## config.mk

```make
export PLATFORM = sky130hd
export DESIGN_NAME = hex_parser_flat
export DESIGN_NICKNAME = d
export VERILOG_FILES = /design/src/rtl/hex_parser_if.sv /design/src/rtl/hex_parser.sv /design/src/flat_wrapper.sv
export SDC_FILE = /design/constraint.sdc
export NUM_CORES = 1
export LEC_CHECK = 0
export ABC_AREA = 1
export ABC_CLOCK_PERIOD_IN_PS = 4100
export CELL_PAD_IN_SITES_DETAIL_PLACEMENT = 1
export CELL_PAD_IN_SITES_GLOBAL_PLACEMENT = 2
export CORE_MARGIN = 3
export CORE_UTILIZATION = 33
export DETAILED_ROUTE_END_ITERATION = 10
export PLACE_DENSITY_LB_ADDON = 0.2
export SETUP_SLACK_MARGIN = 0.2
export SKIP_CTS_REPAIR_TIMING = 1
export SLEW_MARGIN = 20
export SYNTH_ARGS = -nofsm -noshare
export SYNTH_HDL_FRONTEND = slang
export SYNTH_SLANG_ARGS = --single-unit
```

## constraint.sdc

```tcl
create_clock -name clk -period 4.1 [get_ports clk]
set_clock_uncertainty 0.05 [all_clocks]
set_input_delay 0.615 -clock clk [delete_from_list [all_inputs] [get_ports clk]]
set_output_delay 0.615 -clock clk [all_outputs]
set_load 0.01 [all_outputs]
```

## src/rtl/hex_parser_if.sv

```systemverilog
// rtl/hex_parser_if.sv - character-in / value-out handshake bundle for hex_parser
interface hex_parser_if #(
    parameter int DIGITS = 4
);
    logic [7:0]          rx_data;
    logic                rx_valid;
    logic                rx_ready;
    logic [4*DIGITS-1:0] value;
    logic                value_valid;
    logic                value_ready;
    logic [3:0]          digits;
    logic                error;

    modport master (
        output rx_data, rx_valid, value_ready,
        input  rx_ready, value, value_valid, digits, error
    );

    modport slave (
        input  rx_data, rx_valid, value_ready,
        output rx_ready, value, value_valid, digits, error
    );
endinterface

```

## src/rtl/hex_parser.sv

```systemverilog
// rtl/hex_parser.sv - ASCII hex token parser producing right-aligned binary values
module hex_parser #(
    parameter int DIGITS = 4
) (
    input logic        clk,
    input logic        reset,
    hex_parser_if.slave bus
);
    localparam int W = 4 * DIGITS;

    typedef enum logic [1:0] {IDLE, ACCUM, DISCARD, EMIT} state_t;

    state_t         state, state_n;
    logic [W-1:0]   acc, acc_n, value_r, value_n;
    logic [3:0]     cnt, cnt_n, digits_r, digits_n;
    logic           error_r, error_n;
    logic           is_hex, is_term, take;
    logic [3:0]     nib;

    always_comb begin
        is_hex = 1'b0;
        nib    = 4'd0;
        if (bus.rx_data >= 8'h30 && bus.rx_data <= 8'h39) begin
            is_hex = 1'b1;
            nib    = bus.rx_data[3:0];
        end else if ((bus.rx_data >= 8'h41 && bus.rx_data <= 8'h46) ||
                     (bus.rx_data >= 8'h61 && bus.rx_data <= 8'h66)) begin
            // 'A'/'a' have low nibble 1, so +9 maps them onto 10..15
            is_hex = 1'b1;
            nib    = bus.rx_data[3:0] + 4'd9;
        end
        is_term = (bus.rx_data == 8'h0D) || (bus.rx_data == 8'h0A) ||
                  (bus.rx_data == 8'h20) || (bus.rx_data == 8'h2C);
    end

    assign take = bus.rx_valid && (state != EMIT);

    always_comb begin
        state_n  = state;
        acc_n    = acc;
        cnt_n    = cnt;
        value_n  = value_r;
        digits_n = digits_r;
        error_n  = 1'b0;
        case (state)
            IDLE: begin
                if (take) begin
                    if (is_hex) begin
                        acc_n   = W'(nib);
                        cnt_n   = 4'd1;
                        state_n = ACCUM;
                    end else if (!is_term) begin
                        error_n = 1'b1;
                        state_n = DISCARD;
                    end
                end
            end
            ACCUM: begin
                if (take) begin
                    if (is_hex) begin
                        if (cnt == 4'(DIGITS)) begin
                            error_n = 1'b1;
                            state_n = DISCARD;
                        end else begin
                            acc_n = W'({acc, nib});
                            cnt_n = cnt + 4'd1;
                        end
                    end else if (is_term) begin
                        value_n  = acc;
                        digits_n = cnt;
                        state_n  = EMIT;
                    end else begin
                        error_n = 1'b1;
                        state_n = DISCARD;
                    end
                end
            end
            DISCARD: begin
                if (take && is_term) begin
                    state_n = IDLE;
                end
            end
            EMIT: begin
                if (bus.value_ready) begin
                    acc_n   = '0;
                    cnt_n   = 4'd0;
                    state_n = IDLE;
                end
            end
            default: state_n = IDLE;
        endcase
    end

    always_ff @(posedge clk or posedge reset) begin
        if (reset) begin
            state    <= IDLE;
            acc      <= '0;
            cnt      <= 4'd0;
            value_r  <= '0;
            digits_r <= 4'd0;
            error_r  <= 1'b0;
        end else begin
            state    <= state_n;
            acc      <= acc_n;
            cnt      <= cnt_n;
            value_r  <= value_n;
            digits_r <= digits_n;
            error_r  <= error_n;
        end
    end

    // Handshake outputs come straight from the state register so reset drops them at once
    assign bus.rx_ready    = (state != EMIT);
    assign bus.value_valid = (state == EMIT);
    assign bus.value       = value_r;
    assign bus.digits      = digits_r;
    assign bus.error       = error_r;
endmodule

```

## src/flat_wrapper.sv

```systemverilog
// flat-port wrapper written by rule: the top's interface ports become plain ports
module hex_parser_flat 
#(
    parameter int DIGITS = 4
)
  (clk, reset, bus_rx_data, bus_rx_valid, bus_value_ready, bus_rx_ready, bus_value, bus_value_valid, bus_digits, bus_error);
  hex_parser_if #(.DIGITS(DIGITS)) bus_i ();
  input logic clk;
  input logic reset;
  input wire logic [$bits(bus_i.rx_data)-1:0] bus_rx_data;
  input wire logic [$bits(bus_i.rx_valid)-1:0] bus_rx_valid;
  input wire logic [$bits(bus_i.value_ready)-1:0] bus_value_ready;
  output wire logic [$bits(bus_i.rx_ready)-1:0] bus_rx_ready;
  output wire logic [$bits(bus_i.value)-1:0] bus_value;
  output wire logic [$bits(bus_i.value_valid)-1:0] bus_value_valid;
  output wire logic [$bits(bus_i.digits)-1:0] bus_digits;
  output wire logic [$bits(bus_i.error)-1:0] bus_error;
  assign bus_i.rx_data = bus_rx_data;
  assign bus_i.rx_valid = bus_rx_valid;
  assign bus_i.value_ready = bus_value_ready;
  assign bus_rx_ready = bus_i.rx_ready;
  assign bus_value = bus_i.value;
  assign bus_value_valid = bus_i.value_valid;
  assign bus_digits = bus_i.digits;
  assign bus_error = bus_i.error;
  hex_parser #(.DIGITS(DIGITS)) u_core (.clk(clk), .reset(reset), .bus(bus_i));
endmodule
```

### Word-level counts from Yosys, hierarchy flattened

Index checks and enable logic that the tools add are counted.

* flip-flop bits (word level): 43
* output and inout bits: 23
* logic and storage cells: 82

* add/sub/neg operators: 2
* magnitude comparators: 6
* equality and inequality tests: 18
* multiplexer cells: 35
* bitwise gates (word level): 1
* reduce and logical (&&, ||, !) cells: 14

Operator list (count)
* $mux W16: 6
* $pmux W16 S3: 1
* $mux W4: 8
* $eq A8 B4 Y1 const B: 2
* $eq A8 B6 Y1 const B: 2
* $ge A8 B7 Y1 const B: 2
* $le A8 B7 Y1 const B: 2
* $mux W2: 8
* $pmux W4 S3: 1
* $ne A2 B1 Y1 const B: 5
* $mux W1: 9
* $ge A8 B6 Y1 const B: 1
* $le A8 B6 Y1 const B: 1
* $pmux W2 S4: 1
* $reduce_and A7 Y1: 1
* $ne A2 B2 Y1 const B: 3
* $reduce_and A6 Y1: 1
* $logic_and A1 B1 Y1: 5
* $add A4 B1 Y4 const B: 1
* $add A4 B4 Y4 const B: 1
* $eq A2 B2 Y1 const B: 2
* $eq A4 B3 Y1 const B: 1
* $logic_or A1 B1 Y1: 4
* $reduce_and A4 Y1: 1
* other kinds (7): 7

### Longest topological paths before layout

* word-level depth: 9
* depth in mapped cells: 12
* gate-level depth less buffers: 11

### Worst setup path before layout

No wires, ideal clock.

* path kind: input -> register
* from: input bus_rx_data[0]
* to: register u_core.acc[14]
* library setup time: 77 ps
* arrival time: 1799 ps
* slack: 2174 ps
* stages: 10
* path buffers: 2
* cell sequence: inv_1 > ha_1 > nand3b_1 > nand3_1 > nand3_1 > nand2_1 > buf_6 > buf_6 > nand2_1 > o21ai_1

* longest elaborated chain between the ends: 7
* elaborated cells between the ends (all ways): 15

RTL lines
* start, declared: RTL line flat_wrapper.sv:10 `input wire logic [$bits(bus_i.rx_data)-1:0] bus_rx_data;`
* $ge A8 B7 Y1, or another cell as far along: RTL line hex_parser.sv:26 `end else if ((bus.rx_data >= 8'h41 && bus.rx_data <= 8'h46) ||`
* $logic_and A1 B1 Y1 (on tied branches): RTL line hex_parser.sv:26, hex_parser.sv:27
* $logic_or A1 B1 Y1: RTL line hex_parser.sv:26
* $mux W1: RTL line hex_parser.sv:26
* $mux W1 *: RTL line hex_parser.sv:23 `if (bus.rx_data >= 8'h30 && bus.rx_data <= 8'h39) begin`
* $ne A2 B1 Y1 (no source line)
* $reduce_and A7 Y1 (no source line) *
* end signal, assigned: RTL line hex_parser.sv:104 `acc <= acc_n;`
* end, declared: RTL line hex_parser.sv:14 `logic [W-1:0] acc, acc_n, value_r, value_n;`

Every way passes the cells marked *; elsewhere a longest branch is shown, timed or not.
A chain may end at the register's enable or synchronous reset.

### Worst setup path after layout

* from: input bus_rx_data[0]
* to: register u_core.value_r[7] (netlist: u_core.bus.value[7])

* longest elaborated chain between the ends: 7
* elaborated cells between the ends (all ways): 21

RTL lines
* $ge A8 B7 Y1, or another cell as far along: RTL line hex_parser.sv:26
* $logic_and A1 B1 Y1 (on tied branches): RTL line hex_parser.sv:26, hex_parser.sv:27
* $logic_or A1 B1 Y1: RTL line hex_parser.sv:26
* $mux W1: RTL line hex_parser.sv:26
* $mux W1: RTL line hex_parser.sv:23
* $not A1 Y1 (no source line)
* $reduce_and A4 Y1 (no source line) *
* end signal, assigned: RTL line hex_parser.sv:106 `value_r <= value_n;`
* end, declared: RTL line hex_parser.sv:14

Marked as above.

==> metrics.txt <==
Worst Setup Start Kind input pin; Hold/Removal Path Class reg -> reg; vias in the first global route about 1900; fin util 43.4%; most common cell after layout, fill and taps aside nand2_1; FILL cells around 770; #FFs+latches synth 43; Synth Warn # 0; pwr/cell area 384 nW/µm²; RSZ-0062 raised after global routing false; share of layout cells above drive strength 1 under 10%; # diodes 0; I/O pin count 35; fin. max-slew vios 0; H-tree levels 2; largest net degree at the start of global routing 44; CP startpoint bus_rx_data[0]; most area-hungry cell type in the Yosys netlist dfrtp_1; Period Utilization, post-route between 60% and 70%; FMAX ~380 MHz; CP endpoint kind flop; DR pass1 iterations 4; Final ANT Viol Nets 0; Worst Setup Path Type in -> reg; initial antenna violation count 0; Crit Reg-Reg Startpoint u_core.state[1]; PortBufs 34; GPL Wtd Cong around 0.82; Net Count, Synth approximately 290; GRT Total Usage 14.4%; Arr. time, crit path between 2 and 3 ns; row count 28; status finished clean; grt ovf 0; final setup fails 0; share of the synthesized area in the top cell type 49.7%; Peak VDD IR around 180 µV; routed len/inst around 12 µm; Worst Max-Slew Pin Slew about 0.7 ns; first-pass GRT wire length about 8600 µm; DRT iter0 DRCs 56; commonest non-fill, non-tap cells in the layout 85 x nand2_1, 43 x dfrtp_1, 36 x inv_1; via/cell ratio ~4.7; DP HPWL 3460 µm; Max Cap Viol 0; Post-Route WL 4720 µm; Req. time, crit path 4.24 ns; clk slew on worst S/H paths about 0.080 ns; sequential share of the synthesized area a little under 50%; post-synth cell types 24; vias around 1800; worst skew pair latency between 0.2 and 0.3 ns; design area roughly 2700 µm²; final worst path period need ~2.6 ns; clk buf depth 2; Die Height roughly 87 µm; Hold Vio Cnt, Final 0; top post-synthesis cells by area dfrtp_1 50%, nand2_1 15%, inv_1 6.4%; setup TNS 0 ns; P_leak between 1 and 1.5 nW; CTS root buf clkbuf_8; Layout area overhead 22.7%; CTS tree done; Post-Syn Instances between 200 and 300; Die Area about 7600 µm²; final net count roughly 320; Slew headroom between 50% and 60%; DP Area between 2000 and 3000 µm²; mean post-synth cell area between 7 and 8 µm²; Mapped Area about 2200 µm²; Die Span X ~87 µm; DRC viols 0; initial core utilization between 30% and 40%; worst hold path startpoint u_core.bus.value[4]; final hold slack 0.436 ns; Core Area ~6000 µm²; Critical Path Fanout Max 40; Clock Sinks 43; cts bufs inserted 5
-- metrics by stage --
stage	cells	power [mW]	setup slack, ns
finish	381	1.02	1.46
global route	381	1.10	1.11
CTS	381	1.04	1.38
detailed placement	373	0.739	1.07
global placement	373	0.737	1.15
floorplan	271	0.685	2.17
-- registers in the layout, summed over array words and instances, names as in the netlist --
signal             cells
u_core.acc            16
u_core.bus.value      16
u_core.bus.digits      4
u_core.cnt             4
u_core.state           2
u_core.bus.error       1
-- power by group --
part	leakage (nW)	internal, mW	total (mW)	switching (mW)
logic	0.555	0.0778	0.250	0.172
registers	0.595	0.449	0.474	0.0247
clock network	0.0515	0.154	0.297	0.143
-- area by class of cell --
| class | count | area, µm² | share of cell area, % |
|---|---|---|---|
| Sequential cell | 43 | 1080 | 40.5 |
| Multi-Input combinational cell | 179 | 881 | 33.1 |
| Timing Repair Buffer | 36 | 355 | 13.4 |
| Inverter | 40 | 153 | 5.74 |
| Clock buffer | 8 | 100 | 3.76 |
| Tap cell | 75 | 93.8 | 3.53 |
-- cell families (layout without fill, tap and decap cells) --
group           Yosys count  count (layout)  share of synthesized area (%)
fa+ha+maj                 6               6                           3.46
xor+xnor                  2               2                          0.808
buf+inv                  49              84                           9.70
compound gates           51              51                           13.0
simple gates            120             120                           23.4
flops                    43              43                           49.7
-- routing by layer --
metal,track usage [%],vias up,part of all wire (%)
li1,-,921,-
met1,17.9,832,48
met2,24.6,34,47
met3,2.65,7,3.5
met4,5.52,0,1.7
met5,0,-,0
-- synthesized netlist by cell type, drive strengths merged --
| cell | n |
|---|---|
| ha | 6 |
| o22ai | 1 |
| nand3b | 1 |
| nand3 | 16 |
| a21oi | 2 |
| o21ai | 47 |
| buf | 3 |
| xor2 | 2 |
| dfrtp | 43 |
| inv | 40 |
| nand2 | 86 |
| nor2 | 12 |
| clkbuf | 6 |
| nor3 | 2 |
| a211oi | 1 |
| nand4 | 3 |
-- path summary, 6_finish.rpt --
path / to / slack [ns] / cells past startpoint
worst min-delay path: u_core.bus.value[4] / 0.44 / 2
max in group asynchronous: u_core.cnt[0] / 2.91 / 3
worst min register to register: u_core.bus.value[4] / 0.44 / 2
min in group asynchronous: u_core.bus.value[7] / 0.71 / 3
worst max register to register: u_core.bus.value[7] / 2.10 / 5
worst max-delay path: u_core.bus.value[7] / 1.46 / 9
-- worst max-delay path, cell delays in order --
cell	delay, ns
clkdlybuf4s50_1	0.46
inv_1	0.14
ha_1	0.20
nand3_1	0.10
nand2_1	0.10
nand3_2	0.09
inv_1	0.12
nand3_2	0.53
o21ai_0	0.40
(Power assumes the default switching activity.)
==> edit: new RTL, config.mk and constraints unchanged <==
`DIGITS` is set to 4 in 3 places; all go to 8.
--- a/src/rtl/hex_parser_if.sv
+++ b/src/rtl/hex_parser_if.sv
@@ -1,6 +1,6 @@
 // rtl/hex_parser_if.sv - character-in / value-out handshake bundle for hex_parser
 interface hex_parser_if #(
-    parameter int DIGITS = 4
+    parameter int DIGITS = 8
 );
     logic [7:0]          rx_data;
     logic                rx_valid;
--- a/src/rtl/hex_parser.sv
+++ b/src/rtl/hex_parser.sv
@@ -1,6 +1,6 @@
 // rtl/hex_parser.sv - ASCII hex token parser producing right-aligned binary values
 module hex_parser #(
-    parameter int DIGITS = 4
+    parameter int DIGITS = 8
 ) (
     input logic        clk,
     input logic        reset,
--- a/src/flat_wrapper.sv
+++ b/src/flat_wrapper.sv
@@ -1,7 +1,7 @@
 // flat-port wrapper written by rule: the top's interface ports become plain ports
 module hex_parser_flat 
 #(
-    parameter int DIGITS = 4
+    parameter int DIGITS = 8
 )
   (clk, reset, bus_rx_data, bus_rx_valid, bus_value_ready, bus_rx_ready, bus_value, bus_value_valid, bus_digits, bus_error);
   hex_parser_if #(.DIGITS(DIGITS)) bus_i ();
Interface: changed (resized bus_value); port bits go from 35 to 51. The function was not compared with the original's and may differ.
==> edit against the original RTL <==
Worst setup slack worse by 12 ps; via count is 49% higher; global-route usage is 1.0 points lower; combinational power is 35% higher; register-to-register slack worse by 200 ps; final cell count is 50% higher; routed wire length is 63% higher; total power is 88% higher; maximum frequency is 0.45% lower; design area is 71% higher; hold slack worse by 0.58 ps; area after synthesis is 71% higher; sequential cell count is 32 higher; highest routed layer unchanged.
==> edit: results (changes against the original RTL) <==
Status
  – Outcome: finished, final reports clean

Synthesis
  – Share of the yosys chip area belonging to registers: 0.505 (+0.00886)
  – Most frequent cells after synthesis: dfrtp_1, inv_1, nand2_1, nand2_2, o21ai_2
  – Syn_area_per_cell: 9.82 µm² (+23%)
  – Post-Syn Nets: 396 (+37%)
  – Synth area leaders: dfrtp_1, o21ai_2, nand2_2
  – Post-synthesis cell type count: 30 (+25%)

Timing
  – Fmax: 0.378 GHz (-0.45%)
  – Slew headroom: 0.359 (-0.182)

Pwr
  – Leakage: 1.95 nW (+63%)
  – Peak VDD IR: 0.000165 V (-6.6%)

Route
  – Routed wire length per instance: 13.5 µm (+9.1%)
  – DRT iter0 DRCs: 116 (+110%)
  – Drt total wl: 7.71 mm (+63%)
  – Via density: 4.67 (-0.84%)

Clocking
  – Clk pin slew, worst setup/hold paths: 60 ps (-20 ps)
  – # H-tree levels: 3 (+1)
  – CTS root buf: clkbuf_16
  – Num CTS Buffers: 9 (+4)
  – Latest clock arrival within the worst-skew pair: 330 ps (+40 ps)

Global routing
  – GRT Util Overall: 0.134 (-0.00995)
  – Vias in the first global route: 2756 (+45%)
  – Largest net degree at the start of global routing: 76 (+73%)
  – First-pass GRT wire length: 13.5 mm (+58%)

Setup path
  – CP peak stage delay: 570 ps (+40 ps)
  – RR Startpoint: u_core.cnt[0]
  – Crit-path max FO: 62 (+55%)
  – Reg2Reg Depth: 9 (+4)
  – FF-to-FF setup slack: 1900 ps (-200 ps)
  – Setup crit end: u_core.acc[24]
  – Crit path arrival time: 2850 ps (+80 ps)
  – Slowest CP cell: clkdlybuf4s50_1

Placed design
  – IO Port Bufs: 50 (+47%)
  – DP Worst Slack: 1110 ps (+41.2 ps)
  – Post-place instance area: 4270 µm² (+67%)
  – Placed Cells: 555 (+49%)
  – Hpwl dp: 5.26 mm (+52%)

Finish
  – Design area: 4560 µm² (+71%)
  – # nets final: 444 (+37%)
  – Ratio of cells with drive above 1 in the final layout: 0.281 (+0.209)
[edit: routing by layer]
metal	vias to the layer above	global-route usage	share of wire
met2	40	0.215	0.47
met1	1295	0.176	0.47
met3	13	0.0270	0.033
met4	0	0.0577	0.021
li1	1318	-	-
met5	-	0	0
[edit: worst min-delay path by stage]
stage / cells after the start / from / end / slack [ps]
CTS: 2 / u_core.bus.value[25] / u_core.bus.value[25] / 440
global route: 2 / u_core.bus.value[30] / u_core.bus.value[30] / 460
global placement: 2 / u_core.bus.value[24] / u_core.bus.value[24] / 420
floorplan: 2 / u_core.acc[16] / u_core.acc[20] / 430
finish: 2 / u_core.bus.value[14] / u_core.bus.value[14] / 440
detailed placement: 2 / u_core.bus.value[25] / u_core.bus.value[25] / 420
[edit: area by class of cell]
type / count / area [µm²]
Sequential cell: 75 / 1880
Fill cell: 1277 / 6380
Inverter: 53 / 201
Multi-Input combinational cell: 233 / 1490
Timing Repair Buffer: 54 / 531
Clock buffer: 11 / 253
Clock inverter: 5 / 35.0
Tap cell: 140 / 175
[edit: where the power goes]
| part | total, mW | internal, mW | switching (mW) |
|---|---|---|---|
| sequential | 0.822 | 0.785 | 0.0369 |
| clock | 0.753 | 0.445 | 0.309 |
| combinational | 0.338 | 0.103 | 0.235 |
[edit: cells by family after synthesis]
family	synth area share
flops	0.505
xor+xnor	0.00236
simple gates	0.223
buf+inv	0.0943
fa+ha+maj	0.0202
compound gates	0.154
[edit: tightest hold or removal path: stages (launching register included)]
cell and delay [ps]:
dfrtp_1 340, nand2_1 70, o21ai_2 50
